File: config.mk
export PLATFORM = sky130hd
export DESIGN_NAME = mem_arbiter
export DESIGN_NICKNAME = d
export VERILOG_FILES = /design/src/rtl/mem_arbiter_pkg.sv /design/src/rtl/mem_arbiter_rr_picker.sv /design/src/rtl/mem_arbiter.sv
export SDC_FILE = /design/constraint.sdc
export NUM_CORES = 1
export LEC_CHECK = 0
export BUFFER_PORTS_ARGS = -buffer_cell sky130_fd_sc_hd__buf_2
export CORE_AREA = 10 10 99 101
export CTS_BUF_LIST = sky130_fd_sc_hd__clkbuf_4
export CTS_CLUSTER_SIZE = 20
export DETAILED_ROUTE_END_ITERATION = 10
export DIE_AREA = 0 0 109 111
export PLACE_DENSITY = 0.73
export SYNTH_ARGS = -nofsm -noshare
export SYNTH_HDL_FRONTEND = slang
export SYNTH_SLANG_ARGS = --single-unit
File: constraint.sdc
create_clock -name CLK -period 2.2 [get_ports CLK]
set_input_delay 0.22 -clock CLK [delete_from_list [all_inputs] [get_ports CLK]]
set_output_delay 0.22 -clock CLK [all_outputs]
set_load 0.01 [all_outputs]
File: src/rtl/mem_arbiter_pkg.sv
// mem_arbiter_pkg: shared widths, FSM states and the
// round-robin wrap helper used by the arbiter and its picker.
package mem_arbiter_pkg;

   localparam int MEM_ADDR_WIDTH = 32;
   localparam int MEM_DATA_WIDTH = 32;
   localparam int NUM_MEM_REQ    = 2;

   typedef enum logic [1:0] {
      MA_S_IDLE    = 2'd0,
      MA_S_SEND    = 2'd1,
      MA_S_RECEIVE = 2'd2
   } ma_state_t;

   // (v + 1) mod n for a 3-bit requester index
   function automatic logic [2:0] ma_wrap_inc(
      input logic [2:0] v,
      input int         n
   );
      if (int'(v) >= n - 1) return 3'd0;
      return v + 3'd1;
   endfunction

endpackage

File: src/rtl/mem_arbiter_rr_picker.sv
// mem_arbiter_rr_picker: first set bit of req scanning ptr, ptr+1, ..
// mod NUM_REQ. In: req, ptr. Out: found, index. Purely combinational.
module mem_arbiter_rr_picker
   import mem_arbiter_pkg::*;
#(
   parameter int NUM_REQ = 2
) (
   input  logic [NUM_REQ-1:0] req,
   input  logic [2:0]         ptr,
   output logic               found,
   output logic [2:0]         index
);

   logic [7:0] req_x;
   logic [2:0] cand;

   always_comb begin
      req_x                = '0;
      req_x[NUM_REQ-1:0]   = req;
      found                = 1'b0;
      index                = 3'd0;
      cand                 = ptr;
      for (int k = 0; k < NUM_REQ; k++) begin
         if (!found && req_x[cand]) begin
            found = 1'b1;
            index = cand;
         end
         cand = ma_wrap_inc(cand, NUM_REQ);
      end
   end

endmodule

File: src/rtl/mem_arbiter.sv
// mem_arbiter: round-robin share of one cache port by NUM_REQ masters.
// Ports: CLK, RST_N; REQ_SEND_* / REQ_LOCK / REQ_RECEIVE_* per requester
// (flattened, req i at [i*W+:W]); MEM_SEND_* / MEM_RECEIVE_* to the cache.
module mem_arbiter
   import mem_arbiter_pkg::*;
#(
   parameter int NUM_REQ    = NUM_MEM_REQ,
   parameter int ADDR_WIDTH = MEM_ADDR_WIDTH,
   parameter int DATA_WIDTH = MEM_DATA_WIDTH
) (
   input  logic                          CLK,
   input  logic                          RST_N,
   input  logic [NUM_REQ-1:0]            REQ_SEND_ADDR_VALID,
   input  logic [NUM_REQ*ADDR_WIDTH-1:0] REQ_SEND_ADDR,
   input  logic [NUM_REQ-1:0]            REQ_SEND_DATA_VALID,
   input  logic [NUM_REQ*DATA_WIDTH-1:0] REQ_SEND_DATA,
   output logic [NUM_REQ-1:0]            REQ_SEND_READY,
   input  logic [NUM_REQ-1:0]            REQ_LOCK,
   output logic [NUM_REQ-1:0]            REQ_RECEIVE_VALID,
   output logic [DATA_WIDTH-1:0]         REQ_RECEIVE_DATA,
   input  logic [NUM_REQ-1:0]            REQ_RECEIVE_READY,
   output logic                          MEM_SEND_ADDR_VALID,
   output logic [ADDR_WIDTH-1:0]         MEM_SEND_ADDR,
   output logic                          MEM_SEND_DATA_VALID,
   output logic [DATA_WIDTH-1:0]         MEM_SEND_DATA,
   input  logic                          MEM_SEND_READY,
   input  logic                          MEM_RECEIVE_VALID,
   input  logic [DATA_WIDTH-1:0]         MEM_RECEIVE_DATA,
   output logic                          MEM_RECEIVE_READY
);

   ma_state_t  state;
   logic [2:0] grant;
   logic [2:0] rr_ptr;

   logic       pick_found;
   logic [2:0] pick_idx;

   // per-requester inputs widened to 8 so a 3-bit grant indexes exactly
   logic [7:0] av_x;
   logic [7:0] dv_x;
   logic [7:0] lk_x;
   logic [7:0] rxr_x;

   logic [ADDR_WIDTH-1:0] addr_a [8];
   logic [DATA_WIDTH-1:0] data_a [8];

   logic in_send;
   logic in_recv;
   logic g_av;
   logic g_dv;
   logic send_hs;
   logic recv_hs;
   logic done;
   logic burst;

   always_comb begin
      av_x                = '0;
      dv_x                = '0;
      lk_x                = '0;
      rxr_x               = '0;
      av_x[NUM_REQ-1:0]   = REQ_SEND_ADDR_VALID;
      dv_x[NUM_REQ-1:0]   = REQ_SEND_DATA_VALID;
      lk_x[NUM_REQ-1:0]   = REQ_LOCK;
      rxr_x[NUM_REQ-1:0]  = REQ_RECEIVE_READY;
   end

   for (genvar g = 0; g < 8; g++) begin : g_unpack
      if (g < NUM_REQ) begin : g_on
         assign addr_a[g] = REQ_SEND_ADDR[g*ADDR_WIDTH +: ADDR_WIDTH];
         assign data_a[g] = REQ_SEND_DATA[g*DATA_WIDTH +: DATA_WIDTH];
      end else begin : g_off
         assign addr_a[g] = '0;
         assign data_a[g] = '0;
      end
   end

   mem_arbiter_rr_picker #(
      .NUM_REQ (NUM_REQ)
   ) u_pick (
      .req   (REQ_SEND_ADDR_VALID),
      .ptr   (rr_ptr),
      .found (pick_found),
      .index (pick_idx)
   );

   assign in_send = (state == MA_S_SEND);
   assign in_recv = (state == MA_S_RECEIVE);
   assign g_av    = av_x[grant];
   assign g_dv    = dv_x[grant];

   assign MEM_SEND_ADDR_VALID = in_send & g_av;
   assign MEM_SEND_ADDR       = addr_a[grant];
   assign MEM_SEND_DATA_VALID = in_send & g_dv;
   assign MEM_SEND_DATA       = data_a[grant];
   assign MEM_RECEIVE_READY   = in_recv & rxr_x[grant];
   assign REQ_RECEIVE_DATA    = MEM_RECEIVE_DATA;

   always_comb begin
      REQ_SEND_READY    = '0;
      REQ_RECEIVE_VALID = '0;
      for (int i = 0; i < NUM_REQ; i++) begin
         REQ_SEND_READY[i] =
            in_send & MEM_SEND_READY & (grant == 3'(i));
         REQ_RECEIVE_VALID[i] =
            in_recv & MEM_RECEIVE_VALID & (grant == 3'(i));
      end
   end

   assign send_hs = MEM_SEND_ADDR_VALID & MEM_SEND_READY;
   assign recv_hs = MEM_RECEIVE_VALID & MEM_RECEIVE_READY;
   assign done    = (send_hs & g_dv) | recv_hs;
   // owner already presents its next request while locked: no idle bubble
   assign burst   = lk_x[grant] & g_av;

   always_ff @(posedge CLK or negedge RST_N) begin
      if (!RST_N) begin
         state  <= MA_S_IDLE;
         grant  <= 3'd0;
         rr_ptr <= 3'd0;
      end else begin
         unique case (state)
            MA_S_IDLE: begin
               if (pick_found) begin
                  grant <= pick_idx;
                  state <= MA_S_SEND;
               end
            end
            MA_S_SEND: begin
               if (send_hs) begin
                  if (!g_dv)      state <= MA_S_RECEIVE;
                  else if (burst) state <= MA_S_SEND;
                  else            state <= MA_S_IDLE;
               end
            end
            MA_S_RECEIVE: begin
               if (recv_hs) begin
                  state <= burst ? MA_S_SEND : MA_S_IDLE;
               end
            end
            default: state <= MA_S_IDLE;
         endcase
         if (done) rr_ptr <= ma_wrap_inc(grant, NUM_REQ);
      end
   end

endmodule
Word-level counts from Yosys, hierarchy flattened:

Index checks and enable logic that the tools add are counted.

* flip-flop bits (word level): 8
* bits of input ports: 172
* output and inout bits: 103
* logic and storage cells: 73

* add/sub/neg operators: 2
* order comparisons: 6
* equality and inequality tests: 6
* mux-type cells: 35
* bitwise logic cells: 15
* reductions and logical operators: 6

Operator list (count)
* binary-select mux 32 bit (select 3 bit): 2
* two-way mux 32 bit: 4
* binary-select mux 1 bit (select 3 bit): 6
* two-way mux 3 bit: 6
* AND 1 bit: 13
* less-than comparator 3 x 4 -> 1 bit (second input constant): 3
* two-way mux 1 bit: 12
* two-way mux 2 bit: 4
* adder 3 x 1 -> 3 bit (second input constant): 2
* >= comparator 3 x 1 -> 1 bit (second input constant): 2
* one-hot mux 2 bit (3 select lines): 1
* >= comparator 4 bit (second input constant): 1
* inequality test 2 x 1 -> 1 bit (second input constant): 2
* inverter 3 -> 4 bit: 1
* == test 3 x 1 -> 1 bit (second input constant): 1
* logical NOT 3 bit: 1
* AND reduction 3 bit: 1
* == test 2 x 1 -> 1 bit (second input constant): 1
* == test 2 bit (second input constant): 1
* logical NOT 2 bit: 1
* inequality test 2 bit (second input constant): 1
* AND reduction 2 bit: 1
* logical AND 1 bit: 1
* logical NOT 1 bit: 1
* bitwise OR 1 bit: 1

Logic depth before layout (Yosys ltp):

* word-level depth: 9
* depth in mapped cells: 7
* depth with buffers taken out: 6

Modules after synthesis:

From an unflattened synthesis, not the netlist that was laid out.

* cell total of the unflattened synthesis: 250
* area total of the unflattened synthesis: 1896.8 um^2

By module, submodules not included
* mem_arbiter: times used 1, cells an instance 235, area each 1780.5 um^2, sequential area each 200.2 um^2
* mem_arbiter_rr_picker: times used 1, cells an instance 15, area each 116.4 um^2, sequential area each 0.0 um^2

Worst setup path after synthesis:

OpenSTA, ideal clock, no wires.

* path type: flip-flop to output port
* from: register grant[0]
* to: output REQ_RECEIVE_VALID[0]
* data arrival time: 1.381 ns
* slack: 0.599 ns
* stages on the path, launching flop included: 8
* path buffers: 3
* cell sequence: dfrtp_1 -> buf_2 -> buf_4 -> buf_2 -> inv_1 -> ha_1 -> nand2b_1 -> nor2_1

* cells in the longest elaborated chain, start to end: 2

RTL lines
* start, declared: line mem_arbiter.sv:33 `logic [2:0] grant;`
* start signal, assigned: line mem_arbiter.sv:125 `grant <= pick_idx;`
* logical NOT 3 bit: line mem_arbiter.sv:106 `in_recv & MEM_RECEIVE_VALID & (grant == 3'(i));`
* AND 1 bit: line mem_arbiter.sv:106
* end, declared: line mem_arbiter.sv:19 `output logic [NUM_REQ-1:0] REQ_RECEIVE_VALID,`

Every way passes these cells.

Worst setup path after layout:

* from: register grant[0]
* to: output REQ_RECEIVE_VALID[1]

* cells in the longest elaborated chain, start to end: 2

RTL lines (line)
* == test 3 x 1 -> 1 bit: mem_arbiter.sv:106
* AND 1 bit: mem_arbiter.sv:106

Every way passes these cells.

==> results.md <==
- Status: completed
- First-pass GRT wire length: 12.6 mm
- Mapped cell area: 1830 sq um
- Finished Layout Cells: 518
- Post-synth top area cell: mux2i_1
- Post-synth EDFFs: 0
- Vias in the first global route: 2563
- Post-layout min period: 2.02 ns
- DRT Pass-1 Iters: 4
- CTS Root Cell: clkbuf_4
- CTS max path bufs: 2
- Multiplexer share of the synthesized area: 39.6%
- Hold_sp: MEM_SEND_READY
- Hold WS: 0.277 ns
- Post-Route WL: 8.49 mm
- Leakage: 1.61 nW
- Pins Over Slew Limit: 0
- Commonest cells after routing, fill and taps aside: buf_2 (210), nor2_1 (73), mux2i_1 (68)
- Row count: 33
- Max VDD drop: 0.292 mV
- Worst r2r src: grant[0]
- Max_cap viols: 0
- Placeable core area: 7970 sq um
- WL/cell: 16.4 microns
- Post-synthesis register bit count: 8
- CTS tree: yes
- CP Capture Type: output port
- CTS resizes: 0
- Dpl cells: 513
- Post-synthesis sequential area ratio: 10.9%
- Final setup vio count: 0
- Largest family of logic cells by synthesized area: multiplexers
- Main synth FF type: dfrtp_1
- Worst Skew: 0.00999 ns
- Cells after Synth: 242
- Initial core utilization: 23.0%
- Slew headroom: 72.5%
- Hold Path Class: in2reg
- Post-synthesis adder-cell area fraction: 3.42%
- Hold Vio Cnt, Final: 0
- CP max FO: 27
- Synth cell types: 29
- Syn Nets: 419
- Initial DRC Count: 89
- Compound-Gate Fraction of Synth Area: 4.58%
- Gr usage total: 12.7%
- Final Net Count: 591
- Origin of the worst setup path: grant[0]
- Gr ovfl total: 0
- Cell area power density: 799 nW/um^2
- Chip height: 111 microns
- H-tree depth: 1
- Tcrit/Tclk final: 91.8%
- RSZ-0062 raised after global routing: false
- Syn_area_per_cell: 7.56 sq um
- Area Overhead vs Synth: 51.5%
- Initial antenna violation count: 0
- Largest net degree at the start of global routing: 44
- Die width: 109 microns
- XOR/XNOR Fraction of Synth Area: 0%
- Ys Warns: 0
- FFs w/ async S/R, synth: 100%
- Clock-pin slew on the worst setup and hold paths: 0.06 ns
- FMAX: 495 MHz
- Required time of the critical path: 1.98 ns
- Slew @ Worst Pin: 0.413 ns
- Final Core Density: 34.8%
- Design area: 2770 sq um
- Number of remaining DRC errors: 0
- Critical path class: reg2out
- Synth top area cells: mux2i_1 (37%), nor2_1 (15%), buf_4 (14%), dfrtp_1 (11%), ha_1 (3.4%)
- Diode count: 0
- Clk sinks: 8
- IO buf count: 210
- Ports: 275
- Vias: 2278
- DR vias/cell: 4.40
- Num CTS Buffers: 3
- Commonest non-fill, non-tap cell in the layout: buf_2
- Share of layout cells above drive strength 1: 55.2%
- Total Neg Setup Slack: 0 ns
- DP Area: 2730 sq um
- Gpl congestion: 0.789
- HPWL after DPL: 7.57 mm
- Share of Yosys cell area claimed by the top area cell type: 37.2%
- Post-Synth Simple-Gate Area: 22.8%
- Clk_lat worst skew: 0.27 ns
- Worst Setup Start Kind: flop
- Die ar.: 12100 sq um
- Fillcell total: 841
- Worst EP arrival: 1.80 ns
- Antenna-violating nets left: 0
==> layer usage <==
layer	vias to the layer above	share of wire, %	global-route usage [%]
li1	1117	-	-
met5	-	0	0
met4	0	5.4	7.65
met1	981	35	12.5
met3	39	12	3.84
met2	141	48	22.3
==> area by class of cell <==
class / instances / area, sq um / share of cell area, %
clock buffer: 4 / 30.0 / 1.08
inverter: 4 / 15.0 / 0.542
multi-input combinational: 182 / 1290 / 46.5
sequential: 8 / 204 / 7.36
tap: 105 / 131 / 4.74
timing repair buffer: 215 / 1100 / 39.8
==> report_power, final <==
| part | internal [W] | switching [W] | total, W |
|---|---|---|---|
| combinational | 0.000866 | 0.000955 | 0.00182 |
| clock | 0.0000823 | 0.0000605 | 0.000143 |
| sequential | 0.000197 | 0.0000525 | 0.000249 |
==> metrics by stage <==
step | total power [W] | setup WS, ns
floorplan | 0.00151 | 0.599
global placement | 0.00206 | 0.585
detailed placement | 0.00210 | 0.523
CTS | 0.00225 | 0.224
global route | 0.00241 | 0.116
finish | 0.00221 | 0.181
==> sequential cells by signal (all words and copies together) (netlist names) <==
name    cells
rr_ptr      3
state       2
grant       3
==> repair_timing <==
item                      in CTS  in global routing
hold buffers                   1                  0
setup buffers                  0                  0
hold endpoints to repair       8                  0
==> synthesized netlist by cell type, drive strengths merged, types with 2 or more instances <==
cell / number
a21oi: 2
and2: 3
buf: 46
clkbuf: 2
dfrtp: 8
ha: 5
inv: 4
mux2: 2
mux2i: 69
nand2: 7
nand2b: 3
nor2: 74
nor2b: 2
nor3: 3
nor3b: 2
o211ai: 2
==> final timing paths <==
path | cells past startpoint | slack, ns | to
min in group asynchronous | 2 | 0.34 | grant[0]
setup / recovery | 5 | 0.18 | REQ_RECEIVE_VALID[1]
max in group asynchronous | 2 | 1.67 | grant[0]
setup reg to reg | 4 | 0.58 | rr_ptr[0]
hold reg to reg | 2 | 0.55 | rr_ptr[2]
hold / removal | 2 | 0.28 | state[1]
==> kinds of logic (layout without fill, tap and decap cells) <==
| group | after synthesis | count (layout) |
|---|---|---|
| adder cells (fa/ha/maj) | 5 | 5 |
| multiplexers | 71 | 71 |
| AO/OA/AOI/OAI | 9 | 9 |
| buffers and inverters | 52 | 223 |
| AND/OR/NAND/NOR | 97 | 97 |
| flip-flops | 8 | 8 |
==> worst max-delay path, stage by stage (launching register included) <==
cell      delay, ns
dfrtp_4        0.47
buf_4          0.39
ha_1           0.27
nand2b_1       0.09
nor2_1         0.12
buf_2          0.16
Power figures use the tool's default switching activity.
